--- config.mk ---
export PLATFORM = sky130hd
export DESIGN_NAME = rvfi_signature_monitor_flat
export DESIGN_NICKNAME = d
export VERILOG_FILES = /design/src/rtl/rvfi_mon_pkg.sv /design/src/rtl/rvfi_mon_if.sv /design/src/rtl/sig_fifo_mw.sv /design/src/rtl/rvfi_signature_monitor.sv /design/src/flat_wrapper.sv
export SDC_FILE = /design/constraint.sdc
export NUM_CORES = 1
export LEC_CHECK = 0
export CAP_MARGIN = 30
export CORE_MARGIN = 3
export CORE_UTILIZATION = 59
export DETAILED_ROUTE_END_ITERATION = 10
export HOLD_SLACK_MARGIN = 0.12
export PLACE_DENSITY = 0.8
export REMOVE_ABC_BUFFERS = 1
export SYNTH_ARGS = -nofsm -noshare
export SYNTH_HDL_FRONTEND = slang
export SYNTH_SLANG_ARGS = --single-unit
export TNS_END_PERCENT = 20
--- constraint.sdc ---
create_clock -name CLK -period 7.85 [get_ports CLK]
set_input_delay 1.1775 -clock CLK [delete_from_list [all_inputs] [get_ports CLK]]
set_output_delay 1.1775 -clock CLK [all_outputs]
set_load 0.005 [all_outputs]
--- src/rtl/rvfi_mon_pkg.sv ---
// Shared types and helpers for the RVFI signature/halt monitor.
// Covers the FSM state encoding, fail codes and store-mask decoding.
package rvfi_mon_pkg;

  typedef enum logic [1:0] {
    ST_RUN   = 2'd0,
    ST_DRAIN = 2'd1,
    ST_DONE  = 2'd2,
    ST_FAIL  = 2'd3
  } mon_state_e;

  localparam logic [1:0] FC_NONE    = 2'd0;
  localparam logic [1:0] FC_TIMEOUT = 2'd1;
  localparam logic [1:0] FC_HANG    = 2'd2;

  function automatic logic wmask_match(input logic [3:0] wmask, input logic full_word_only);
    return full_word_only ? (wmask == 4'b1111) : (wmask != 4'b0000);
  endfunction

  function automatic logic [31:0] byte_mask(input logic [3:0] wmask);
    return {{8{wmask[3]}}, {8{wmask[2]}}, {8{wmask[1]}}, {8{wmask[0]}}};
  endfunction

endpackage

--- src/rtl/rvfi_mon_if.sv ---
// RVFI retirement bundle plus the signature drain handshake.
// The master modport is the core/consumer side; slave is the monitor.
interface rvfi_mon_if #(
  parameter int NRET = 1
);
  logic [NRET-1:0]    rvfi_valid;
  logic [NRET*32-1:0] rvfi_mem_addr;
  logic [NRET*4-1:0]  rvfi_mem_wmask;
  logic [NRET*32-1:0] rvfi_mem_wdata;
  logic               sig_valid;
  logic               sig_ready;
  logic [31:0]        sig_data;

  modport master (
    output rvfi_valid, rvfi_mem_addr, rvfi_mem_wmask, rvfi_mem_wdata, sig_ready,
    input  sig_valid, sig_data
  );

  modport slave (
    input  rvfi_valid, rvfi_mem_addr, rvfi_mem_wmask, rvfi_mem_wdata, sig_ready,
    output sig_valid, sig_data
  );
endinterface

--- src/rtl/sig_fifo_mw.sv ---
// Signature FIFO: up to NRET compacted writes per cycle, one read port.
// The caller must never request more pushes than free_cnt reports.
module sig_fifo_mw #(
  parameter int DEPTH = 16,
  parameter int NRET  = 1,
  parameter int W     = 32,
  localparam int AW   = $clog2(DEPTH),
  localparam int CW   = $clog2(DEPTH + 1),
  localparam int PW   = $clog2(NRET + 1)
) (
  input  logic                   clk,
  input  logic                   rst,
  input  logic [PW-1:0]          push_cnt,
  input  logic [NRET-1:0][W-1:0] push_data,
  input  logic                   rd_ready,
  output logic                   rd_valid,
  output logic [W-1:0]           rd_data,
  output logic                   pop,
  output logic [CW-1:0]          free_cnt,
  output logic [CW-1:0]          occupancy
);

  logic [W-1:0]  mem [DEPTH];
  logic [AW-1:0] wr_ptr;
  logic [AW-1:0] rd_ptr;
  logic [CW-1:0] count;

  assign rd_valid  = (count != '0);
  assign pop       = rd_valid & rd_ready;
  // Head reads as zero when empty, so storage itself needs no reset.
  assign rd_data   = rd_valid ? mem[rd_ptr] : '0;
  assign free_cnt  = CW'(DEPTH) - count + CW'(pop);
  assign occupancy = count;

  always_ff @(posedge clk) begin
    if (rst) begin
      wr_ptr <= '0;
      rd_ptr <= '0;
      count  <= '0;
    end else begin
      wr_ptr <= wr_ptr + AW'(push_cnt);
      rd_ptr <= rd_ptr + AW'(pop);
      count  <= count + CW'(push_cnt) - CW'(pop);
    end
  end

  always_ff @(posedge clk) begin
    for (int k = 0; k < NRET; k++) begin
      if (k < int'(push_cnt)) mem[wr_ptr + AW'(k)] <= push_data[k];
    end
  end

endmodule

--- src/rtl/rvfi_signature_monitor.sv ---
// Watches the RVFI retirement stream: captures signature stores into a FIFO,
// detects the halt store and flags timeout/hang conditions.
module rvfi_signature_monitor
  import rvfi_mon_pkg::*;
#(
  parameter int          NRET           = 1,
  parameter int          FIFO_DEPTH     = 16,
  parameter logic [31:0] SIG_ADDR       = 32'h8004,
  parameter logic [31:0] HALT_ADDR      = 32'h8008,
  parameter logic [31:0] HALT_VALUE     = 32'hCAFECAFE,
  parameter int          FULL_WORD_ONLY = 1,
  parameter int          TIMEOUT_CYCLES = 900000,
  parameter int          HANG_CYCLES    = 0,
  parameter int          CNT_W          = 32
) (
  input  logic             CLK,
  input  logic             Reset,
  rvfi_mon_if.slave        bus,
  output logic [15:0]      sig_count,
  output logic [CNT_W-1:0] insn_count,
  output logic [1:0]       state,
  output logic             done,
  output logic             fail,
  output logic [1:0]       fail_code,
  output logic             overflow
);

  localparam int CW        = $clog2(FIFO_DEPTH + 1);
  localparam int PW        = $clog2(NRET + 1);
  localparam int HANG_LAST = (HANG_CYCLES > 0) ? HANG_CYCLES - 1 : 0;

  mon_state_e              st, st_nxt;
  logic [1:0]              fc_nxt;
  logic [CNT_W-1:0]        cycle_cnt, idle_cnt;
  logic [NRET-1:0][31:0]   ch_data;
  logic [NRET-1:0]         sig_hit, halt_hit, live;
  logic [NRET-1:0][31:0]   push_data;
  logic [PW-1:0]           push_cnt;
  logic                    drop;
  logic                    in_run, halt_any, any_valid, timeout_hit, hang_hit;
  logic                    fifo_valid, pop;
  logic [31:0]             fifo_data;
  logic [CW-1:0]           free_cnt, occ;

  assign in_run    = (st == ST_RUN);
  assign any_valid = |bus.rvfi_valid;
  assign halt_any  = |halt_hit;

  // Channel decode; everything above the oldest halt hit is treated as never retired.
  always_comb begin
    logic seen_halt;
    logic ok;
    seen_halt = 1'b0;
    ok        = 1'b0;
    for (int i = 0; i < NRET; i++) begin
      ch_data[i]  = bus.rvfi_mem_wdata[32*i +: 32] & byte_mask(bus.rvfi_mem_wmask[4*i +: 4]);
      ok          = bus.rvfi_valid[i] && wmask_match(bus.rvfi_mem_wmask[4*i +: 4], FULL_WORD_ONLY != 0);
      sig_hit[i]  = ok && (bus.rvfi_mem_addr[32*i +: 32] == SIG_ADDR);
      halt_hit[i] = ok && (bus.rvfi_mem_addr[32*i +: 32] == HALT_ADDR) && (ch_data[i] == HALT_VALUE);
      live[i]     = !seen_halt;
      seen_halt   = seen_halt | halt_hit[i];
    end
  end

  // Compact accepted hits into consecutive write slots, dropping what does not fit.
  always_comb begin
    push_data = '0;
    push_cnt  = '0;
    drop      = 1'b0;
    for (int i = 0; i < NRET; i++) begin
      if (in_run && live[i] && sig_hit[i]) begin
        if (CW'(push_cnt) < free_cnt) begin
          push_data[push_cnt] = ch_data[i];
          push_cnt            = push_cnt + PW'(1);
        end else begin
          drop = 1'b1;
        end
      end
    end
  end

  sig_fifo_mw #(
    .DEPTH (FIFO_DEPTH),
    .NRET  (NRET),
    .W     (32)
  ) u_fifo (
    .clk       (CLK),
    .rst       (Reset),
    .push_cnt  (push_cnt),
    .push_data (push_data),
    .rd_ready  (bus.sig_ready),
    .rd_valid  (fifo_valid),
    .rd_data   (fifo_data),
    .pop       (pop),
    .free_cnt  (free_cnt),
    .occupancy (occ)
  );

  assign bus.sig_valid = fifo_valid;
  assign bus.sig_data  = fifo_data;

  assign timeout_hit = (cycle_cnt == CNT_W'(TIMEOUT_CYCLES - 1));
  assign hang_hit    = (HANG_CYCLES != 0) && (idle_cnt == CNT_W'(HANG_LAST)) && !any_valid;

  always_ff @(posedge CLK) begin
    if (Reset) begin
      st        <= ST_RUN;
      fail_code <= FC_NONE;
    end else begin
      st        <= st_nxt;
      fail_code <= fc_nxt;
    end
  end

  // Halt beats timeout beats hang when they coincide.
  always_comb begin
    st_nxt = st;
    fc_nxt = fail_code;
    unique case (st)
      ST_RUN: begin
        if (halt_any) begin
          st_nxt = ST_DRAIN;
        end else if (timeout_hit) begin
          st_nxt = ST_FAIL;
          fc_nxt = FC_TIMEOUT;
        end else if (hang_hit) begin
          st_nxt = ST_FAIL;
          fc_nxt = FC_HANG;
        end
      end
      ST_DRAIN: if (occ == CW'(pop)) st_nxt = ST_DONE;
      default: ;
    endcase
  end

  always_comb begin
    state = st;
    done  = (st == ST_DONE);
    fail  = (st == ST_FAIL);
  end

  always_ff @(posedge CLK) begin
    if (Reset) begin
      sig_count  <= '0;
      insn_count <= '0;
      cycle_cnt  <= '0;
      idle_cnt   <= '0;
      overflow   <= 1'b0;
    end else if (in_run) begin
      logic [16:0] sum;
      sum = {1'b0, sig_count} + 17'(push_cnt);
      sig_count  <= sum[16] ? 16'hFFFF : sum[15:0];
      insn_count <= insn_count + CNT_W'($countones(bus.rvfi_valid & live));
      cycle_cnt  <= cycle_cnt + CNT_W'(1);
      idle_cnt   <= any_valid ? '0 : idle_cnt + CNT_W'(1);
      overflow   <= overflow | drop;
    end
  end

endmodule

--- src/flat_wrapper.sv ---
// flat-port wrapper written by rule: the top's interface ports become plain ports
module rvfi_signature_monitor_flat import rvfi_mon_pkg::*;
#(
  parameter int          NRET           = 1,
  parameter int          FIFO_DEPTH     = 16,
  parameter logic [31:0] SIG_ADDR       = 32'h8004,
  parameter logic [31:0] HALT_ADDR      = 32'h8008,
  parameter logic [31:0] HALT_VALUE     = 32'hCAFECAFE,
  parameter int          FULL_WORD_ONLY = 1,
  parameter int          TIMEOUT_CYCLES = 900000,
  parameter int          HANG_CYCLES    = 0,
  parameter int          CNT_W          = 32
)
  (CLK, Reset, sig_count, insn_count, state, done, fail, fail_code, overflow, bus_rvfi_valid, bus_rvfi_mem_addr, bus_rvfi_mem_wmask, bus_rvfi_mem_wdata, bus_sig_ready, bus_sig_valid, bus_sig_data);
  rvfi_mon_if #(.NRET(NRET)) bus_i ();
  input  logic CLK;
  input  logic Reset;
  output logic [15:0] sig_count;
  output logic [CNT_W-1:0] insn_count;
  output logic [1:0] state;
  output logic done;
  output logic fail;
  output logic [1:0] fail_code;
  output logic overflow;
  input wire logic [$bits(bus_i.rvfi_valid)-1:0] bus_rvfi_valid;
  input wire logic [$bits(bus_i.rvfi_mem_addr)-1:0] bus_rvfi_mem_addr;
  input wire logic [$bits(bus_i.rvfi_mem_wmask)-1:0] bus_rvfi_mem_wmask;
  input wire logic [$bits(bus_i.rvfi_mem_wdata)-1:0] bus_rvfi_mem_wdata;
  input wire logic [$bits(bus_i.sig_ready)-1:0] bus_sig_ready;
  output wire logic [$bits(bus_i.sig_valid)-1:0] bus_sig_valid;
  output wire logic [$bits(bus_i.sig_data)-1:0] bus_sig_data;
  assign bus_i.rvfi_valid = bus_rvfi_valid;
  assign bus_i.rvfi_mem_addr = bus_rvfi_mem_addr;
  assign bus_i.rvfi_mem_wmask = bus_rvfi_mem_wmask;
  assign bus_i.rvfi_mem_wdata = bus_rvfi_mem_wdata;
  assign bus_i.sig_ready = bus_sig_ready;
  assign bus_sig_valid = bus_i.sig_valid;
  assign bus_sig_data = bus_i.sig_data;
  rvfi_signature_monitor #(.NRET(NRET), .FIFO_DEPTH(FIFO_DEPTH), .SIG_ADDR(SIG_ADDR), .HALT_ADDR(HALT_ADDR), .HALT_VALUE(HALT_VALUE), .FULL_WORD_ONLY(FULL_WORD_ONLY), .TIMEOUT_CYCLES(TIMEOUT_CYCLES), .HANG_CYCLES(HANG_CYCLES), .CNT_W(CNT_W)) u_core (.CLK(CLK), .Reset(Reset), .bus(bus_i), .sig_count(sig_count), .insn_count(insn_count), .state(state), .done(done), .fail(fail), .fail_code(fail_code), .overflow(overflow));
endmodule
==> impl_metrics.py <==
metrics = {
    "clocking": {
        "ctsHoldBuffers": 0,
        "cts_tree": "built",
        "insertion_delay_ns": 0.62,
        "numClockSinks": 609,
        "numCtsBuffers": 58,
        "cts_root_buffer": "clkbuf_16",
        "clock_path_buffers": 3,
        "cts_setup_buffers": 0,
        "ctsResizeCount": 0,
        "path_clk_slew_ns": 0.06,
        "h-tree-depth": 2,
    },
    "worst_setup_path": {
        "crit_type": "reg2out",
        "crit_path_max_incr_delay_ns": 0.71,
        "path_depth": 5,
        "r2r_slack_ns": 3.57,
        "startpoint_type": "register",
        "critical_path_peak_fanout": 114,
        "r2r-start": "u_core.u_fifo.occupancy[2]$_SDFF_PP0_",
        "cp-end-kind": "primary output",
        "worstRegToRegCells": 23,
        "cp_top_family": "buffers and inverters",
        "crit_start": "u_core.u_fifo.rd_ptr[0]$_SDFF_PP0_",
        "worst-path-buf-inv": 2,
        "cpMaxStageDelayCell": "buf_12",
        "crit_required_ns": 6.67,
        "r2r_end": "u_core.u_fifo.occupancy[4]$_SDFF_PP0_",
        "worstPathCellList": "buf_12 -> mux4_2 -> mux4_2 -> and2_1 -> clkdlybuf4s50_1",
        "critical_path_arrival_ns": 3.82,
        "crit_path_frequent_cell": "mux4_2",
    },
    "logic_synthesis": {
        "yosysWarningCount": 0,
        "synth_edf_count": 512,
        "syn_avg_cell_area_sq_um": 18.0,
        "netlist_instances": 1369,
        "synth_top_area_share_pct": 62.5,
        "synth-main-ff-cell": "edfxtp_1",
        "yosysSeqAreaShare_pct": 70.4,
        "ys_seq_elements": 609,
        "synthArstFlopShare_pct": 0,
        "synth_top_area_cell": "edfxtp_1",
        "netlist_area_sq_mm": 0.0246,
        "synth_cell_types": 57,
        "synthTopCellsByArea": "edfxtp_1 (63%), mux4_2 (15%), dfxtp_1 (7.9%)",
    },
    "timing": {
        "whs_ns": 0.483,
        "post-route-period-util_pct": 63.6,
        "fin_crit_ns": 4.99,
        "setup_viol": 0,
        "rsz0062_at_grt": "false",
        "worstMarginPinSlew_ns": 1.05,
        "relSlewSlack_pct": 29.5,
        "fin_tns_setup_ns": 0,
        "slew_viol_final": 0,
        "hold_viol": 0,
        "fmax_ghz": 0.200,
        "clock_skew_ns": 0.0238,
    },
    "routing": {
        "drt_iter0_drc": 1296,
        "firstDrtPassIters": 5,
        "finalWirelength_um": 57300,
        "viasPerCell": 6.40,
        "post_drt_wl_per_cell_um": 26.9,
        "vias": 13626,
        "antenna_left": 0,
        "drc": 0,
    },
    "placed_design": {
        "post-dp-hpwl_um": 31800,
        "place.gp.congestion": 0.803,
        "port_buffers": 158,
    },
    "global_routing": {
        "grt_overflow": 0,
        "grt_max_degree": 115,
        "grt_first_pass_wirelength_um": 86700,
        "first_global_vias": 14029,
        "antenna_found_initial": 3,
        "grt_usage_pct": 26.4,
    },
    "run": {
        "cap_viol_max_count": 0,
    },
    "layout": {
        "design.final.nets": 1643,
        "final_cell_mix": "edfxtp_1 (512), mux4_2 (160), clkdlybuf4s50_1 (157)",
        "seqCellArea_sq_mm": 0.0173,
        "drive_gt1_share_pct": 19.2,
        "final_common_cell": "edfxtp_1",
        "area_growth_pct": 16.7,
        "fillers": 2499,
        "multi_input_comb_area_sq_mm": 0.00698,
    },
    "floorplan": {
        "pin_count": 160,
        "fp.dieH_um": 210,
        "die_w_um": 210,
        "die_area_sq_mm": 0.0442,
        "start_util_pct": 59.9,
        "core_area_sq_mm": 0.0410,
        "num_rows": 74,
    },
    "worst_hold_path": {
        "whs_endpoint": "u_core.insn_count[0]$_SDFFE_PP0N_",
        "min_path_type": "reg2reg",
        "hp-start": "u_core.insn_count[0]$_SDFFE_PP0N_",
        "hold_depth": 2,
    },
    "power": {
        "p_per_area_mw_per_mm2": 250,
        "p_switching_uw": 1660,
        "ir_drop_uv": 240,
        "p_leak_uw": 0.00760,
        "p_seq_share_pct": 49.4,
        "power.clock.fraction_pct": 37.3,
        "p_int_uw": 5500,
        "comb_power_share_pct": 13.4,
        "switching_share_pct": 23.2,
    },
    "status": {
        "status": "complete, no violations",
    },
}
-- per-stage QoR --
stage / instances / util (%) / setup slack [ns] / total power (uW) / instance area (sq um)
global route: 2129 / 69.9 / 2.62 / 7420 / 28700
finish: 2130 / 69.9 / 2.86 / 7160 / 28700
CTS: 2128 / 69.9 / 2.76 / 7230 / 28700
floorplan: 1302 / - / 0.0760 / 4180 / 24300
global placement: 2020 / 65.4 / 2.96 / 4580 / 26800
detailed placement: 2023 / 65.5 / 2.91 / 4580 / 26900
-- cell usage after synthesis (5+ instances only) --
library cell and number:
buf_2 19, nor2_1 88, nand4_1 31, dfxtp_1 97, ha_1 18, nand2_1 36, and2_1 67, and4_1 10
mux4_2 160, inv_1 18, a21oi_1 22, nor2b_1 10, nand3_1 33, nor3_1 12, nor4b_1 9, buf_1 5
and3_1 17, xnor2_1 34, clkbuf_1 36, edfxtp_1 512, o21ai_0 7, xor2_1 34, nor4_1 30
-- flip-flops by register name, indices dropped and copies added (netlist names) --
name,flops
u_core.fail_code,1
u_core.u_fifo.rd_ptr,4
u_core.u_fifo.mem,512
u_core.cycle_cnt,32
u_core.insn_count,32
u_core.overflow,1
u_core.state,2
u_core.u_fifo.occupancy,5
u_core.u_fifo.wr_ptr,4
u_core.sig_count,16
-- cell type report --
| type | instances | area share [%] |
|---|---|---|
| Sequential cell | 609 | 60.4 |
| Multi-Input combinational cell | 674 | 24.3 |
| Timing Repair Buffer | 190 | 6.43 |
| Clock buffer | 72 | 5.28 |
| Tap cell | 532 | 2.32 |
| Clock inverter | 33 | 0.986 |
| Inverter | 19 | 0.249 |
| Antenna cell | 1 | 0.00872 |
-- worst max path at each step --
stage,endpoint,slack (ns)
after detailed placement,u_core.u_fifo.occupancy[4]$_SDFF_PP0_,2.91
final,bus_sig_data[11],2.86
after CTS,bus_sig_data[29],2.76
after global placement,u_core.u_fifo.occupancy[4]$_SDFF_PP0_,2.96
after global routing,bus_sig_data[29],2.62
after floorplan,bus_sig_data[0],0.08
-- worst reg2reg max path: stages, from the launching register on --
cell	delay, ns
dfxtp_1	0.39
inv_1	0.11
ha_1	0.26
nor4b_1	0.15
inv_1	0.08
nand2_1	0.07
ha_1	0.20
inv_1	0.06
ha_1	0.17
nor3b_1	0.20
o21bai_1	0.09
a2111oi_0	0.45
nand2b_1	0.17
buf_4	0.28
ha_1	0.29
inv_1	0.06
ha_1	0.15
inv_1	0.06
fa_1	0.40
nor2_1	0.11
nor2_1	0.05
o21bai_1	0.15
xnor2_1	0.13
nor2_1	0.05
-- metal layers --
layer  vias up  wire length [um]  share of wire (%)  GRT usage, %
li1       5814                 -                  -             -
met1      6992             21700                 38          35.0
met2       690             28500                 50          43.1
met3       126              5030                8.8          7.04
met4         4              2060                3.6          9.42
met5         -                21              0.037             0
-- cells by family after synthesis --
family | share of synthesized area, %
muxes | 14.8
and+or+nand+nor | 8.51
other | 0.0153
adders and majority gates | 0.998
buffers and inverters | 1.55
xor gates and xnor gates | 2.42
DFF | 70.4
AOI/OAI and AO/OA | 1.31
-- power groups by stage --
stage                     sequential (uW)  combinational, uW  clock, uW
after global placement               3600                972          0
after floorplan                      3720                457          0
after global routing                 3540               1050       2830
final                                3540                959       2670
after detailed placement             3600                976          0
after CTS                            3540                984       2710
No activity file was read; power rests on OpenSTA's default activity.
